[src/rtl/ps2_kbd_rx.sv]
// PS/2 keyboard receiver: line sync/filter, 11-bit frame deframer with odd
// parity, stop and timeout checks, and a first-word-fall-through scancode FIFO.
module ps2_kbd_rx #(
  parameter int FREQ_HZ    = 25_000_000,
  parameter int FILTER_LEN = 8,
  parameter int TIMEOUT_MS = 2,
  parameter int FIFO_DEPTH = 16
) (
  input  logic                          clk,
  input  logic                          reset_i,
  input  logic                          ps2_clk_i,
  input  logic                          ps2_data_i,
  output logic [7:0]                    code_o,
  output logic                          valid_o,
  input  logic                          ready_i,
  output logic                          err_o,
  output logic                          overflow_o,
  input  logic                          clear_overflow_i,
  output logic [$clog2(FIFO_DEPTH):0]   level_o
);
  localparam int TO_CYCLES = FREQ_HZ / 1000 * TIMEOUT_MS;
  localparam int FW        = $clog2(FILTER_LEN + 1);
  localparam int TW        = $clog2(TO_CYCLES + 1);
  localparam int AW        = $clog2(FIFO_DEPTH);
  localparam int LW        = AW + 1;

  localparam logic [1:0] S_IDLE   = 2'd0;
  localparam logic [1:0] S_DATA   = 2'd1;
  localparam logic [1:0] S_PARITY = 2'd2;
  localparam logic [1:0] S_STOP   = 2'd3;

  function automatic logic odd_parity_ok(input logic [7:0] data, input logic par);
    return ^{data, par};
  endfunction

  logic [1:0]    clk_sync_q, dat_sync_q;
  logic          fclk_q, fclk_d, fdat_q, fdat_d, fclk_prev_q;
  logic [FW-1:0] fclk_cnt_q, fclk_cnt_d, fdat_cnt_q, fdat_cnt_d;
  logic          edge_s;
  logic [1:0]    state_q, state_d;
  logic [2:0]    bitcnt_q, bitcnt_d;
  logic [7:0]    shift_q, shift_d;
  logic          par_q, par_d;
  logic          push_q, push_d;
  logic          err_q, err_d;
  logic [TW-1:0] tcnt_q, tcnt_d;
  logic [7:0]    mem_q [FIFO_DEPTH];
  logic [AW-1:0] wr_ptr_q, rd_ptr_q;
  logic [LW-1:0] level_q, level_d;
  logic          ovf_q, ovf_d;
  logic          pop_s, full_s, wr_en_s, ovf_set_s;

  // Clock-line glitch filter: flip only after FILTER_LEN consecutive differing samples
  always_comb begin
    fclk_d     = fclk_q;
    fclk_cnt_d = '0;
    if (clk_sync_q[1] != fclk_q) begin
      if (fclk_cnt_q == FW'(FILTER_LEN - 1)) begin
        fclk_d = clk_sync_q[1];
      end else begin
        fclk_cnt_d = fclk_cnt_q + FW'(1);
      end
    end else begin
      fclk_cnt_d = '0;
    end
  end

  // Data-line glitch filter
  always_comb begin
    fdat_d     = fdat_q;
    fdat_cnt_d = '0;
    if (dat_sync_q[1] != fdat_q) begin
      if (fdat_cnt_q == FW'(FILTER_LEN - 1)) begin
        fdat_d = dat_sync_q[1];
      end else begin
        fdat_cnt_d = fdat_cnt_q + FW'(1);
      end
    end else begin
      fdat_cnt_d = '0;
    end
  end

  assign edge_s = fclk_prev_q & ~fclk_q;

  // Frame deframer; timeout takes priority and drops the partial frame
  always_comb begin
    state_d  = state_q;
    bitcnt_d = bitcnt_q;
    shift_d  = shift_q;
    par_d    = par_q;
    push_d   = 1'b0;
    err_d    = 1'b0;
    if (state_q == S_IDLE || edge_s) begin
      tcnt_d = '0;
    end else begin
      tcnt_d = tcnt_q + TW'(1);
    end
    if (state_q != S_IDLE && !edge_s && tcnt_q == TW'(TO_CYCLES - 1)) begin
      state_d = S_IDLE;
      err_d   = 1'b1;
    end else if (edge_s) begin
      case (state_q)
        S_IDLE: begin
          if (!fdat_q) begin
            state_d  = S_DATA;
            bitcnt_d = 3'd0;
          end else begin
            state_d = S_IDLE;
          end
        end
        S_DATA: begin
          shift_d  = {fdat_q, shift_q[7:1]};
          bitcnt_d = bitcnt_q + 3'd1;
          if (bitcnt_q == 3'd7) begin
            state_d = S_PARITY;
          end else begin
            state_d = S_DATA;
          end
        end
        S_PARITY: begin
          par_d   = fdat_q;
          state_d = S_STOP;
        end
        S_STOP: begin
          state_d = S_IDLE;
          if (fdat_q && odd_parity_ok(shift_q, par_q)) begin
            push_d = 1'b1;
          end else begin
            err_d = 1'b1;
          end
        end
        default: state_d = S_IDLE;
      endcase
    end else begin
      state_d = state_q;
    end
  end

  assign pop_s     = (level_q != LW'(0)) && ready_i;
  assign full_s    = (level_q == LW'(FIFO_DEPTH));
  assign wr_en_s   = push_q && (!full_s || pop_s);
  assign ovf_set_s = push_q && full_s && !pop_s;

  // FIFO occupancy and sticky overflow (set beats clear)
  always_comb begin
    case ({wr_en_s, pop_s})
      2'b10:   level_d = level_q + LW'(1);
      2'b01:   level_d = level_q - LW'(1);
      default: level_d = level_q;
    endcase
    if (ovf_set_s) begin
      ovf_d = 1'b1;
    end else if (clear_overflow_i) begin
      ovf_d = 1'b0;
    end else begin
      ovf_d = ovf_q;
    end
  end

  // Front-end, deframer and FIFO state
  always_ff @(posedge clk or posedge reset_i) begin
    if (reset_i) begin
      clk_sync_q  <= 2'b11;
      dat_sync_q  <= 2'b11;
      fclk_q      <= 1'b1;
      fdat_q      <= 1'b1;
      fclk_prev_q <= 1'b1;
      fclk_cnt_q  <= '0;
      fdat_cnt_q  <= '0;
      state_q     <= S_IDLE;
      bitcnt_q    <= 3'd0;
      shift_q     <= 8'd0;
      par_q       <= 1'b0;
      push_q      <= 1'b0;
      err_q       <= 1'b0;
      tcnt_q      <= '0;
      wr_ptr_q    <= '0;
      rd_ptr_q    <= '0;
      level_q     <= '0;
      ovf_q       <= 1'b0;
      for (int i = 0; i < FIFO_DEPTH; i++) begin
        mem_q[i] <= 8'd0;
      end
    end else begin
      clk_sync_q  <= {clk_sync_q[0], ps2_clk_i};
      dat_sync_q  <= {dat_sync_q[0], ps2_data_i};
      fclk_q      <= fclk_d;
      fdat_q      <= fdat_d;
      fclk_prev_q <= fclk_q;
      fclk_cnt_q  <= fclk_cnt_d;
      fdat_cnt_q  <= fdat_cnt_d;
      state_q     <= state_d;
      bitcnt_q    <= bitcnt_d;
      shift_q     <= shift_d;
      par_q       <= par_d;
      push_q      <= push_d;
      err_q       <= err_d;
      tcnt_q      <= tcnt_d;
      level_q     <= level_d;
      ovf_q       <= ovf_d;
      if (wr_en_s) begin
        mem_q[wr_ptr_q] <= shift_q;
        wr_ptr_q        <= wr_ptr_q + AW'(1);
      end
      if (pop_s) begin
        rd_ptr_q <= rd_ptr_q + AW'(1);
      end
    end
  end

  assign code_o     = mem_q[rd_ptr_q];
  assign valid_o    = (level_q != LW'(0));
  assign err_o      = err_q;
  assign overflow_o = ovf_q;
  assign level_o    = level_q;
endmodule

[config.mk]
export PLATFORM = sky130hd
export DESIGN_NAME = ps2_kbd_rx
export DESIGN_NICKNAME = d
export VERILOG_FILES = /design/src/rtl/ps2_kbd_rx.sv
export SDC_FILE = /design/constraint.sdc
export NUM_CORES = 1
export LEC_CHECK = 0
export CAP_MARGIN = 30
export CELL_PAD_IN_SITES_DETAIL_PLACEMENT = 1
export CELL_PAD_IN_SITES_GLOBAL_PLACEMENT = 2
export CORE_UTILIZATION = 42
export CTS_CLUSTER_DIAMETER = 200
export DETAILED_ROUTE_END_ITERATION = 10
export DONT_BUFFER_PORTS = 1
export PLACE_DENSITY = 0.78
export SETUP_SLACK_MARGIN = 0.05
export SYNTH_ARGS = -nofsm -noshare
export SYNTH_HDL_FRONTEND = slang
export SYNTH_SLANG_ARGS = --single-unit
[constraint.sdc]
create_clock -name clk -period 6.4 [get_ports clk]
set_clock_uncertainty 0.15 [all_clocks]
set_input_delay 1.28 -clock clk [delete_from_list [all_inputs] [get_ports clk]]
set_output_delay 1.28 -clock clk [all_outputs]
set_load 0.05 [all_outputs]
==> results.yml, run 1 <==
synthesis:
  synth_nets: 627
  ys_ff_latch: 189
  ys_seq_area_frac: 0.538
  synthCells: 608
  async_flop_share: 1.00
  yosysWarnings: 0
  ys_types: 41
  synth_ff_type: "dfrtp_1"
  syn_area_um2: 8810
  syn_avg_cell_area_um2: 14.5
  synth_edf_count: 0
drt:
  wl_met1_um: 9140
  drcViolationCount: 0
  drtPass1Iterations: 4
  top_layer_used: "met4"
  vias: 4924
  first_iter_violations: 272
  post_drt_wl_per_cell_um: 22.7
  wl_met2_um: 9670
  postRouteAntennaNets: 0
  routed-wl-met3_um: 689
  wl_um: 20000
  vias_per_cell: 5.58
sta:
  holdWs_ns: 0.205
  maxSlewHeadroom: 0.303
  hold_violations: 0
  period_share: 0.660
  period_minus_slack_ns: 4.22
  final.setup.worst_slack_ns: 2.18
  achievable-frequency_mhz: 237
  rsz0062_at_grt: "false"
  final.setup.tns_ns: 0
  worst_slew_pin_slew_ns: 1.04
  drv_slew: 0
  setup_viol: 0
hold_path:
  hold_class: "flop to flop"
  hold_depth: 0
clock_tree:
  cts_resized: 0
  cts_setup_buffers: 0
  hold_buffers: 0
  cts_made_buffers: 17
  clk_pin_slew_ns: 0.07
  clk_path_buf_depth: 2
  cts_tree: "built"
  clock-sinks: 189
  root_buffer: "clkbuf_16"
  clk_latency_ns: 0.43
  htree_levels: 4
placed_design:
  routabilityCongestion: 0.803
  pre_cts_ws_ns: 2.37
  io_buffers: 0
  hpwl_um: 13100
  placed_area_um2: 9100
  dpl.cell_count: 851
final_layout:
  layout_common_cells: "181 x dfrtp_1, 109 x mux2_2, 40 x mux4_2, 28 x nor2_1, 28 x mux2_4"
  n_fill_cell: 2039
  area_delta_synth_final_pct: 10.0
  multi_input_area_um2: 3860
  final_net_count: 619
  drive_above_1_share: 0.394
  diodes: 0
  regArea_um2: 4740
  final_area_um2: 9690
  fin_cells: 882
  layout_commonest_cell: "dfrtp_1"
floorplanning:
  die_area_um2: 21600
  die_y_um: 147
  initial_core_util: 0.431
  io_pins: 22
  core_um2: 20400
  rows: 52
  die_x_um: 147
power_and_ir_drop:
  power_leakage_nw: 4.43
  vdd_drop_max_mv: 0.165
  pwr_density_cell_nw_per_um2: 262
setup_path:
  worst_ep_arrival_time_ns: 2.79
  rr_worst_depth: 11
  end_kind: "output port"
  startpoint_type: "flop"
  cp_max_fo: 27
  crit_required_ns: 4.97
  worstSetupPathType: "flop to output port"
outcome:
  status: "completed"
run:
  timing.max_cap.violations: 0
global_route:
  overflow: 0
  grtUsageTotal: 0.203
  antenna_found_initial: 0
  grt_pass1_wl_um: 32800
  grt_max_degree: 190
  grt_pass1_vias: 5564
[worst max-delay path: stages (launching register included)]
cell and delay [ns]:
dfrtp_2 0.55, buf_4 0.54, mux4_2 0.59, mux4_2 0.67
[metrics by stage]
step | utilization | power, mW
floorplan | - | 1.44
global placement | 0.441 | 1.47
detailed placement | 0.446 | 1.49
CTS | 0.475 | 2.57
global route | 0.475 | 2.65
finish | 0.475 | 2.54
[area by class of cell]
class,count,area share
well taps,270,0.0348
repair buffers,12,0.0137
clock inverters,11,0.0148
flip-flops and latches,189,0.489
inverters,8,0.00348
clock buffers,20,0.0461
multi-input cells,372,0.398
[layer usage]
metal / vias up / GRT usage
met4: 0 / 0.0745
met5: - / 0
met2: 80 / 0.322
li1: 2152 / -
met1: 2667 / 0.275
met3: 25 / 0.0419
[cell families (layout without fill, tap and decap cells)]
logic type,after synthesis,after routing,synth area share
muxes,182,182,0.296
adders and majority gates,13,13,0.0185
DFF,189,189,0.538
and+or+nand+nor,114,114,0.0697
xor gates and xnor gates,34,34,0.0354
buffers and inverters,47,51,0.0243
AOI/OAI and AO/OA,29,29,0.0189
[sequential cells by signal, indices dropped and copies added (netlist names), 2 cells and up]
register and flops:
tcnt_q 16, state_q 2, clk_sync_q 2, shift_q 8
fdat_cnt_q 4, level_o 5, mem_q 128, rd_ptr_q 4
fclk_cnt_q 4, bitcnt_q 3, wr_ptr_q 4, dat_sync_q 2
[cells in the mapped netlist (all sizes together) (8+ instances only)]
cell type,count,area (um2)
dfrtp,182,4550
mux2,142,1700
mux4,40,901
nor2,28,105
nand2,27,111
clkbuf,26,97.6
xnor2,21,184
nor3,20,145
buf,13,86.3
ha,13,163
xor2,12,105
a21oi,11,55.1
o21ai,11,55.1
nand3,10,50.1
inv,8,30.0
[where the power goes]
group	leakage, nW	total, mW	switching, mW	internal (mW)
logic	1.55	0.164	0.0981	0.0664
clock network	0.278	1.08	0.456	0.622
registers	2.60	1.30	0.0542	1.24
[final timing paths]
path | startpoint | end | slack (ns)
max reg2reg | level_o[1] | level_o[4] | 2.42
max | rd_ptr_q[0] | code_o[7] | 2.18
max in group asynchronous | reset_i | mem_q[93] | 4.48
min reg2reg | clk_sync_q[0] | clk_sync_q[1] | 0.21
min in group asynchronous | reset_i | wr_ptr_q[0] | 0.83
min | clk_sync_q[0] | clk_sync_q[1] | 0.21
(Power assumes the default switching activity.)
==> run 2, diff against run 1 <==
==> constraint.sdc (replaced) <==
create_clock -name clk -period 3.87 [get_ports clk]
set_clock_uncertainty 0.15 [all_clocks]
set_input_delay 0.774 -clock clk [delete_from_list [all_inputs] [get_ports clk]]
set_output_delay 0.774 -clock clk [all_outputs]
set_load 0.05 [all_outputs]
==> run 2 against run 1 <==
Clock power rose by 58%. Sequential cell count did not move. Power rose by 63%. Via count rose by 0.53%. Sequential share of layout area fell by 0.18 points. Largest cell class unchanged. Setup slack got worse by 1.7 ns. Register-to-register slack got worse by 1.8 ns. Highest routed layer unchanged. Sequential power rose by 65%. Critical path depth did not move.
==> results.yml, run 2 (same netlist as run 1, synthesis figures left out) <==
setup_path:
  worstSetupPathType: "flop to output port"
  startpoint_type: "flop"
  r2r-end: "level_o[4]"
  crit_required_ns: 2.95
  cp_max_fo: 24
  ff2ff_setup_slack_ns: 0.61
  r2r_start: "level_o[1]"
  critical_path.endpoint: "code_o[4]"
  startpoint: "rd_ptr_q[1]"
  end_kind: "output port"
  rr_worst_depth: 12
  worst_ep_arrival_time_ns: 2.50
global_route:
  grt_pass1_vias: 5501
  grt_pass1_wl_um: 32000
  overflow: 0
  grt_max_degree: 102
  grtUsageTotal: 0.197
  antenna_found_initial: 0
sta:
  rsz0062_at_grt: "false"
  worst_slew_pin_slew_ns: 0.906
  hold_violations: 0
  drv_slew: 0
  achievable-frequency_mhz: 292
  final.setup.worst_slack_ns: 0.445
  maxSlewHeadroom: 0.393
  setup_viol: 0
  final.setup.tns_ns: 0
  period_share: 0.885
  period_minus_slack_ns: 3.42
floorplanning:
  die_area_um2: 21600
  core_um2: 20400
  io_pins: 22
  die_y_um: 147
  rows: 52
  initial_core_util: 0.431
  die_x_um: 147
final_layout:
  layout_commonest_cell: "dfrtp_1"
  final_net_count: 625
  regMostFlops: "mem_q"
  diodes: 0
  layout_common_cells: "181 x dfrtp_1, 109 x mux2_2, 40 x mux4_2, 28 x nor2_1, 28 x mux2_4"
  n_fill_cell: 2028
  reg_top3: "mem_q (128), tcnt_q (16), shift_q (8)"
  drive_above_1_share: 0.396
  largest_reg_flops: 128
  area_delta_synth_final_pct: 10.4
power_and_ir_drop:
  p_seq_frac: 0.518
  sw_frac_of_total: 0.241
  cellInternalPower_mw: 3.14
  power_switching_mw: 1.00
  power_leakage_nw: 4.46
  vdd_drop_max_mv: 0.275
  post-layout-total-power_mw: 4.14
  pwr_density_cell_nw_per_um2: 426
  pwr-share-comb: 0.069
  pwr-share-clk: 0.413
clock_tree:
  root_buffer: "clkbuf_16"
  clk_pin_slew_ns: 0.07
  cts_resized: 0
  htree_levels: 4
  cts_tree: "built"
  clk_path_buf_depth: 2
  cts_made_buffers: 17
  hold_buffers: 0
  clk_latency_ns: 0.43
  clock-sinks: 189
  cts_setup_buffers: 0
drt:
  wl_um: 19300
  drcViolationCount: 0
  first_iter_violations: 278
  vias_per_cell: 5.57
  post_drt_wl_per_cell_um: 21.7
  drtPass1Iterations: 4
  vias: 4950
  postRouteAntennaNets: 0
run:
  timing.max_cap.violations: 0
placed_design:
  hpwl_um: 12600
  pre_cts_ws_ns: 0.610
  io_buffers: 0
  routabilityCongestion: 0.819
outcome:
  status: "completed"
hold_path:
  hold_class: "input port to flop"
-- run 2: cell count changes in the layout (fill, tap and decap cells not counted), sizes merged --
cell      change
buf           +6
bufinv        -1
inv           +1
clkinvlp      -2
clkbuf        +3
-- run 2: worst min path at each step --
stage	cells past startpoint	end	slack [ns]	start
5_1_grt	0	dat_sync_q[0]	0.16	ps2_data_i
2_1_floorplan	0	clk_sync_q[1]	0.20	clk_sync_q[0]
4_1_cts	0	dat_sync_q[0]	0.16	ps2_data_i
3_5_place_dp	0	dat_sync_q[1]	0.20	dat_sync_q[0]
6_report	0	dat_sync_q[0]	0.19	ps2_data_i
3_3_place_gp	0	clk_sync_q[1]	0.20	clk_sync_q[0]
-- run 2: stage by stage --
stage               std cells  hold slack (ns)  area (um2)  utilization
global placement          855            0.197        9140        0.447
finish                    889            0.187        9730        0.476
global route              889            0.158        9730        0.476
floorplan                 608            0.195        8820            -
CTS                       889            0.164        9730        0.476
detailed placement        857            0.199        9160        0.448
-- run 2: power groups by stage --
| stage | combinational (mW) | clock [mW] | sequential (mW) |
|---|---|---|---|
| after global routing | 0.328 | 1.83 | 2.16 |
| final | 0.284 | 1.71 | 2.15 |
| after detailed placement | 0.289 | 0 | 2.18 |
| after global placement | 0.258 | 0 | 2.17 |
| after floorplan | 0.246 | 0 | 2.13 |
| after CTS | 0.293 | 1.76 | 2.15 |
-- run 2: worst max-delay path, stage by stage, from the launching register on --
cell and delay, ns:
dfrtp_1 0.78, buf_12 0.28, mux4_2 0.35, mux4_2 0.65
-- run 2: area by class of cell --
| cell class | count | area [um2] | share of cell area |
|---|---|---|---|
| flip-flops and latches | 189 | 4740 | 0.487 |
| multi-input cells | 372 | 3860 | 0.397 |
| clock buffers | 23 | 458 | 0.0471 |
| well taps | 270 | 338 | 0.0347 |
| repair buffers | 18 | 189 | 0.0194 |
| clock inverters | 9 | 111 | 0.0114 |
| inverters | 8 | 33.8 | 0.00347 |
-- run 2: routing by layer --
metal | GRT usage | part of all wire | vias to the layer above
met3 | 0.0453 | 0.032 | 22
met4 | 0.0500 | 0.013 | 0
li1 | - | - | 2170
met1 | 0.266 | 0.45 | 2683
met2 | 0.320 | 0.50 | 75
met5 | 0 | 0 | -
